--- src/rtl/irig_width_encode.sv ---
// IRIG-B pulse-width encoder: one symbol per handshake becomes one fixed-length bit period
// whose high time encodes ZERO/ONE/MARK. A one-entry pending slot allows gapless streaming.
module irig_width_encode #(
  parameter int unsigned CLKS_PER_BIT = 100000,
  parameter int unsigned CYCLES_ZERO  = 20000,
  parameter int unsigned CYCLES_ONE   = 50000,
  parameter int unsigned CYCLES_MARK  = 80000,
  parameter int unsigned CNT_W        = 17
) (
  input  logic       clk,
  input  logic       rst,
  input  logic       sym_valid,
  input  logic [1:0] sym,
  output logic       sym_ready,
  output logic       irigb,
  output logic       bit_start,
  output logic       underrun,
  output logic       sym_err,
  output logic       busy
);

  typedef enum logic [0:0] {StIdle, StRun} state_e;

  localparam logic [CNT_W-1:0] WidthZero = CNT_W'(CYCLES_ZERO);
  localparam logic [CNT_W-1:0] WidthOne  = CNT_W'(CYCLES_ONE);
  localparam logic [CNT_W-1:0] WidthMark = CNT_W'(CYCLES_MARK);
  localparam logic [CNT_W-1:0] LastCnt   = CNT_W'(CLKS_PER_BIT - 1);
  localparam logic [CNT_W:0]   CntStep   = (CNT_W + 1)'(1);

  state_e           state_q, state_d;
  logic [CNT_W-1:0] cnt_q, cnt_d;
  logic [CNT_W-1:0] width_q, width_d;
  logic             pend_valid_q, pend_valid_d;
  logic [CNT_W-1:0] pend_width_q, pend_width_d;
  logic             irigb_q, irigb_d;
  logic             bit_start_q, bit_start_d;
  logic             underrun_q, underrun_d;
  logic             sym_err_q, sym_err_d;

  logic             accept;
  logic             load;
  logic [CNT_W-1:0] sym_width;
  logic [CNT_W:0]   cnt_next_wide;

  assign accept        = sym_valid & ~pend_valid_q;
  assign cnt_next_wide = {1'b0, cnt_q} + CntStep;

  // Reserved code 11 falls through to the ZERO width.
  always_comb begin
    sym_width = WidthZero;
    case (sym)
      2'b01:   sym_width = WidthOne;
      2'b10:   sym_width = WidthMark;
      default: sym_width = WidthZero;
    endcase
  end

  always_comb begin
    state_d      = state_q;
    cnt_d        = cnt_q;
    width_d      = width_q;
    pend_valid_d = pend_valid_q;
    pend_width_d = pend_width_q;
    irigb_d      = 1'b0;
    bit_start_d  = 1'b0;
    underrun_d   = 1'b0;
    sym_err_d    = 1'b0;
    load         = 1'b0;

    if (accept) begin
      pend_valid_d = 1'b1;
      pend_width_d = sym_width;
      sym_err_d    = (sym == 2'b11);
    end

    case (state_q)
      StIdle: begin
        load = pend_valid_q;
      end
      StRun: begin
        if (cnt_q == LastCnt) begin
          if (pend_valid_q) begin
            load = 1'b1;
          end else begin
            state_d    = StIdle;
            cnt_d      = '0;
            underrun_d = 1'b1;
          end
        end else begin
          cnt_d   = cnt_q + 1'b1;
          // irigb is registered, so decide the level for the cycle where cnt becomes cnt+1.
          irigb_d = (cnt_next_wide < {1'b0, width_q});
        end
      end
      default: state_d = StIdle;
    endcase

    // Load never coincides with accept: it needs the pending slot full, accept needs it empty.
    if (load) begin
      state_d      = StRun;
      cnt_d        = '0;
      width_d      = pend_width_q;
      pend_valid_d = 1'b0;
      irigb_d      = 1'b1;
      bit_start_d  = 1'b1;
    end
  end

  always_ff @(posedge clk) begin
    if (rst) begin
      state_q      <= StIdle;
      cnt_q        <= '0;
      width_q      <= '0;
      pend_valid_q <= 1'b0;
      pend_width_q <= '0;
      irigb_q      <= 1'b0;
      bit_start_q  <= 1'b0;
      underrun_q   <= 1'b0;
      sym_err_q    <= 1'b0;
    end else begin
      state_q      <= state_d;
      cnt_q        <= cnt_d;
      width_q      <= width_d;
      pend_valid_q <= pend_valid_d;
      pend_width_q <= pend_width_d;
      irigb_q      <= irigb_d;
      bit_start_q  <= bit_start_d;
      underrun_q   <= underrun_d;
      sym_err_q    <= sym_err_d;
    end
  end

  assign sym_ready = ~pend_valid_q;
  assign irigb     = irigb_q;
  assign bit_start = bit_start_q;
  assign underrun  = underrun_q;
  assign sym_err   = sym_err_q;
  assign busy      = (state_q == StRun);

endmodule

--- config.mk ---
export PLATFORM = sky130hd
export DESIGN_NAME = irig_width_encode
export DESIGN_NICKNAME = d
export VERILOG_FILES = /design/src/rtl/irig_width_encode.sv
export SDC_FILE = /design/constraint.sdc
export NUM_CORES = 1
export LEC_CHECK = 0
export CAP_MARGIN = 20
export CORE_ASPECT_RATIO = 2
export CORE_MARGIN = 4
export CORE_UTILIZATION = 50
export CTS_CLUSTER_SIZE = 16
export DETAILED_ROUTE_END_ITERATION = 16
export HOLD_SLACK_MARGIN = 0.12
export PLACE_DENSITY = 0.74
export SLEW_MARGIN = 20
export SYNTH_ARGS = -nofsm -noshare
export SYNTH_HDL_FRONTEND = slang
export SYNTH_SLANG_ARGS = --single-unit
export TNS_END_PERCENT = 50
--- constraint.sdc ---
create_clock -name clk -period 3.6 [get_ports clk]
set_input_delay 0.72 -clock clk [delete_from_list [all_inputs] [get_ports clk]]
set_output_delay 0.72 -clock clk [all_outputs]
set_load 0.05 [all_outputs]
==> results.cfg, run 1 <==
[floorplan]
num_io_pins = 11
fp.coreArea_um2 = 3646
die-height_um = 94.96
dieArea_um2 = 4889
start_util = 0.5185
die_w_um = 51.48
rows = 31

[sta]
hold_viol = 0
fin_crit_sh = 0.7664
finalSetupViolations = 0
final.setup.tns_ns = 0
fin_skew_ns = 0.004912
worst_slew_pin_slew_ns = 0.6866
fin_crit_ns = 2.759
max_slew_margin = 0.5413
fmax_mhz = 362.5
rsz0062_at_grt = no
drv_slew = 0

[drt]
dr_wl_met3_um = 79
wl_per_cell_um = 14.46
routed-via-count = 1574
top_layer = met4
routed_wl_um = 4049
via_per_inst = 5.621
dr.pass1.iters = 6
drtIter0Drc = 32
final_antenna_net_count = 0
wl_met1_um = 1512
drc_errors = 0
dr_wl_met2_um = 2262

[finish]
drive_above_1_share = 0.06494
final_cell_mix = 33 x dfxtp_1, 25 x nor2_1, 18 x nand2_1, 18 x ha_1
num_antenna_cells = 0
fin_area_um2 = 2135
area_growth_pct = 12.91
fillers = 362
final_common_cell = dfxtp_1
nNetsFinal = 253

[global_routing]
track_usage = 0.1882
grt_pass1_wl_um = 6803
grt_overflow_total = 0
grt_max_degree = 26
grt_pass1_vias = 1481
antenna_found_initial = 0

[critical_path]
reg2reg_from = cnt_q[0]$_SDFFE_PP0P_
cp-start-kind = register
crit_fanout = 7
crit_type = register to register
crit_start = cnt_q[0]$_SDFFE_PP0P_
endpoint_kind = register
reg2regPathDepth = 11
crit_arrival_ns = 2.91
cp.required_ns = 3.75

[placement]
port_buffers = 10
place.gp.congestion = 0.8684
dp_hpwl_um = 3089
place_area_um2 = 2018

[power_and_ir_drop]
worst_ir_drop_vdd_mv = 0.3612
power.total_uw = 819.2
p_leak_uw = 0.0008652
cellPowerDensity_nw_per_um2 = 383.8

[synth]
synthDistinctLibCells = 38
syn_nets = 244
ys_top_cells_by_area = dfxtp_1 35%, ha_1 12%, nor2_1 5.0%, mux2i_1 4.2%, a31oi_1 3.6%
yosysWarnings = 0
synth_area_leader_cell = dfxtp_1
synth_seq_area_share = 0.3494
synth_area_per_cell_um2 = 8.555
synthCells = 221
ys_ff_latch = 33
synth_ff_type = dfxtp_1
async_reset_ff_frac = 0
synth_top_area_frac = 0.3494
synth_edf_count = 0
syn_area_um2 = 1891

[cts]
clk_path_buf_depth = 2
htreeDepth = 2
cts_tree = done
cts_resized = 0
insertion_delay_ns = 0.29
clk_pin_slew_ns = 0.06
cts_buffers = 5
post-cts-setup-buffers = 0
cts_hold_buf = 0
clock_sinks = 33
clockRootBuffer = clkbuf_8

[hold_path]
min_path_cells = 2
worstHoldStart = pend_width_q[13]$_SDFFE_PP0P_
hold_path_class = register to register

[job]
drv_cap = 0

[outcome]
status = finished clean
through the flow:
step | std cells | hold slack, ns | worst slack [ns] | utilization
2_1_floorplan | 221 | 0.4596 | 1.122 | -
3_3_place_gp | 272 | 0.4667 | 1.046 | 0.5535
3_5_place_dp | 272 | 0.4839 | 0.9423 | 0.5535
4_1_cts | 280 | 0.5021 | 0.8503 | 0.5855
5_1_grt | 280 | 0.5263 | 0.6349 | 0.5855
6_report | 280 | 0.4993 | 0.8410 | 0.5855
layer usage:
layer | track usage | vias to the layer above
met2 | 0.3479 | 24
met5 | 0 | -
met4 | 0.1225 | 0
li1 | - | 810
met3 | 0.03002 | 13
met1 | 0.1842 | 727
flip-flops by register name, indices dropped and copies added (netlist names):
signal,cells
bit_start,1
busy,1
width_q,5
pend_valid_q,1
underrun,1
cnt_q,17
pend_width_q,5
irigb,1
sym_err,1
synth_stat cells (2+ instances only):
cell and number:
dfxtp_1 33, nor2_1 25, ha_1 18, nand2_1 18, a21oi_1 11, a31oi_1 11
inv_1 11, clkbuf_1 8, mux2i_1 8, nand3_1 7, nor3_1 7, xor2_1 7
nand4_1 6, o21ai_0 6, xnor2_1 6, a211oi_1 4, a22oi_1 4, a41oi_1 3
and3_1 3, nand2b_1 3, and4_1 2, buf_6 2, nor4_1 2, or3_1 2
layout make-up:
cell class / instances / area (um2) / area share
timing repair buffer: 13 / 122.6 / 0.05744
clock buffer: 7 / 86.33 / 0.04045
inverter: 11 / 41.29 / 0.01934
tap: 49 / 61.31 / 0.02872
multi-input combinational: 166 / 1132 / 0.5305
clock inverter: 1 / 30.03 / 0.01407
sequential: 33 / 660.6 / 0.3095
path summary, 6_finish.rpt:
check | endpoint | slack (ns)
setup / recovery | irigb$_SDFF_PP0_ | 0.84
hold / removal | pend_width_q[13]$_SDFFE_PP0P_ | 0.50
setup reg to reg | irigb$_SDFF_PP0_ | 0.84
hold reg to reg | pend_width_q[13]$_SDFFE_PP0P_ | 0.50
worst max-delay path, stage by stage, from the launching register on:
cell,delay (ns)
dfxtp_1,0.39
ha_1,0.24
nand4_1,0.20
nor2_1,0.40
nand2_1,0.16
xnor2_1,0.16
ha_1,0.30
nand2_1,0.05
o21ai_0,0.23
nor3_1,0.10
a211oi_1,0.29
o32ai_1,0.12
power by group:
group          internal (uW)  total [uW]  switching [uW]
Sequential               375         384            8.73
Combinational           29.8        77.7            47.9
Clock                    225         357             132
Total                    631         819             189
cells by family (layout without fill, tap and decap cells):
kind of cell,Yosys count,after routing,synth area share
XOR/XNOR,13,13,0.06023
buffers and inverters,22,32,0.05162
adder cells (fa/ha/maj),18,18,0.1191
multiplexers,8,8,0.04236
AO/OA/AOI/OAI,44,44,0.1489
flip-flops,33,33,0.3494
AND/OR/NAND/NOR,83,83,0.2283
No activity file was read; power rests on OpenSTA's default activity.
==> run 2: changes to the inputs <==
--- a/config.mk
+++ b/config.mk
@@ -12,7 +12,7 @@
 export CTS_CLUSTER_SIZE = 16
 export DETAILED_ROUTE_END_ITERATION = 16
 export HOLD_SLACK_MARGIN = 0.12
-export PLACE_DENSITY = 0.74
+export PLACE_DENSITY = 0.76
 export SLEW_MARGIN = 20
 export SYNTH_ARGS = -nofsm -noshare
 export SYNTH_HDL_FRONTEND = slang
==> constraint.sdc (replaced) <==
create_clock -name clk -period 2.3 [get_ports clk]
set_input_delay 0.46 -clock clk [delete_from_list [all_inputs] [get_ports clk]]
set_output_delay 0.46 -clock clk [all_outputs]
set_load 0.05 [all_outputs]
==> run 2 against run 1 <==
Net effect: the flow now finishes with violations (negative setup slack); first-iteration DRC count up 53%; combinational power up 76%; worst setup slack worse by 0.90 ns; core utilization up 9.4 points; global-route usage up 4.2 points; highest routed layer unchanged; clock power up 22%; hold slack better by 0.0035 ns; final area up 16%; largest cell class unchanged; sequential cell count unchanged; power up 43%; non-clock buffer count up 33.
==> results.cfg, run 2 (synthesis results as in run 1) <==
[outcome]
status = finished with violations
violations = negative setup slack

[finish]
nNetsFinal = 286
fin_area_um2 = 2477
largest-register = cnt_q
fillers = 297
largest_register_ffs = 17
num_antenna_cells = 0
stdcell_count = 313
area_growth_pct = 31.04
top_regs = cnt_q x17, pend_width_q x5, width_q x5
final_cell_mix = 35 x buf_4, 25 x dfxtp_1, 24 x nor2_1, 18 x nand2_1, 17 x ha_1
drive_above_1_share = 0.2841
final_common_cell = buf_4

[placement]
placedCellCount = 298
place.gp.congestion = 0.9181
place_area_um2 = 2221
post-place-ws_ns = -0.1882
dp_hpwl_um = 3595
port_buffers = 10

[floorplan]
start_util = 0.5185
die_w_um = 51.48
rows = 31
fp.coreArea_um2 = 3646
dieArea_um2 = 4889
num_io_pins = 11
die-height_um = 94.96

[drt]
drc_errors = 0
dr.pass1.iters = 5
routed_wl_um = 5368
drtIter0Drc = 49
routed-via-count = 1811
via_per_inst = 5.786
wl_per_cell_um = 17.15
final_antenna_net_count = 0

[critical_path]
cp.required_ns = 2.45
crit_path_max_incr_delay_ns = 0.35
cp_cell_sequence = ha_2 -> and4_1 -> nand4_1 -> xnor2_1 -> buf_4 -> ha_1 -> nand4_1 -> a311o_1 -> a211oi_2 -> o32ai_1
cp-start-kind = register
cp_common_cell = nand4_1
reg2reg_slack_ns = -0.06
r2r_end = irigb$_SDFF_PP0_
reg2reg_from = cnt_q[0]$_SDFFE_PP0P_
crit_arrival_ns = 2.52
endpoint_kind = register
reg2regPathDepth = 10
crit_start = cnt_q[0]$_SDFFE_PP0P_
cpMaxStageDelayCell = dfxtp_2
crit_fanout = 4
crit_type = register to register

[sta]
fin_crit_ns = 2.364
rsz0062_at_grt = yes
drv_slew = 0
worst_slew_pin_slew_ns = 0.6717
fin_skew_ns = 0.008436
hold_viol = 0
max_slew_margin = 0.5508
finalSetupViolations = 1
fin_ws_ns = -0.06383
fin_crit_sh = 1.028
fmax_mhz = 423.0

[cts]
cts_buffers = 5
cts_hold_buf = 0
clk_path_buf_depth = 2
clockRootBuffer = clkbuf_8
cts_tree = done
htreeDepth = 2
insertion_delay_ns = 0.29
clk_pin_slew_ns = 0.07
clock_sinks = 33

[job]
drv_cap = 0

[global_routing]
grt_max_degree = 25
grt_pass1_vias = 1793
track_usage = 0.2298
grt_overflow_total = 0
antenna_found_initial = 0
grt_pass1_wl_um = 8273

[power_and_ir_drop]
cellPowerDensity_nw_per_um2 = 473.2
p_leak_uw = 0.001077
worst_ir_drop_vdd_mv = 0.7079

[hold_path]
min_path_cells = 2
hold_path_class = register to register
hold_end = pend_width_q[11]$_SDFFE_PP0P_
worstHoldStart = pend_width_q[11]$_SDFFE_PP0P_
==> run 2: layout make-up <==
class / count / area (um2) / area share
flip-flops and latches: 33 / 670.6 / 0.2707
multi-input cells: 166 / 1244 / 0.5020
well taps: 49 / 61.31 / 0.02475
inverters: 11 / 41.29 / 0.01667
repair buffers: 46 / 374.1 / 0.1510
clock buffers: 5 / 68.82 / 0.02778
clock inverters: 3 / 17.52 / 0.007071
==> run 2: what timing repair did <==
item                       CTS  global route
setup endpoints to repair    1             1
pin swaps                   11            12
setup buffers                5             2
gates resized for setup     15            16
==> run 2: worst max path at each step <==
stage	to
after detailed placement	irigb$_SDFF_PP0_
after global placement	irigb$_SDFF_PP0_
final	irigb$_SDFF_PP0_
after floorplan	irigb$_SDFF_PP0_
after global routing	irigb$_SDFF_PP0_
after CTS	irigb$_SDFF_PP0_
==> run 2: stage by stage <==
step | util | hold slack [ns] | setup TNS (ns) | power, uW
2_1_floorplan | - | 0.4596 | 0 | 700.4
3_5_place_dp | 0.6091 | 0.4721 | -0.1882 | 742.6
5_1_grt | 0.6795 | 0.5226 | -0.2220 | 1219
6_report | 0.6795 | 0.5028 | -0.06383 | 1172
4_1_cts | 0.6548 | 0.5046 | -0.01052 | 1175
3_3_place_gp | 0.6091 | 0.4681 | -0.2106 | 739.6
==> run 2: critical path, delay by kind of cell, from the launching register on <==
kind                     cells  cell delay (ns)
AO/OA/AOI/OAI                3             0.61
adder cells (fa/ha/maj)      2             0.49
AND/OR/NAND/NOR              3             0.48
flip-flops                   1             0.35
XOR/XNOR                     1             0.15
buffers and inverters        1             0.14
==> run 2: where the power goes <==
part / internal (uW) / switching, uW / leakage [uW]
Combinational: 53.4 / 83.7 / 0.000762
Sequential: 588 / 12.9 / 0.000272
Clock: 209 / 226 / 0.0000439
==> run 2: routing by layer <==
metal	GRT usage	part of all wire	wire length (um)
met1	0.2121	0.34	1842
met2	0.4181	0.55	2936
met3	0.03791	0.035	189
met4	0.1904	0.075	400
met5	0	0	0
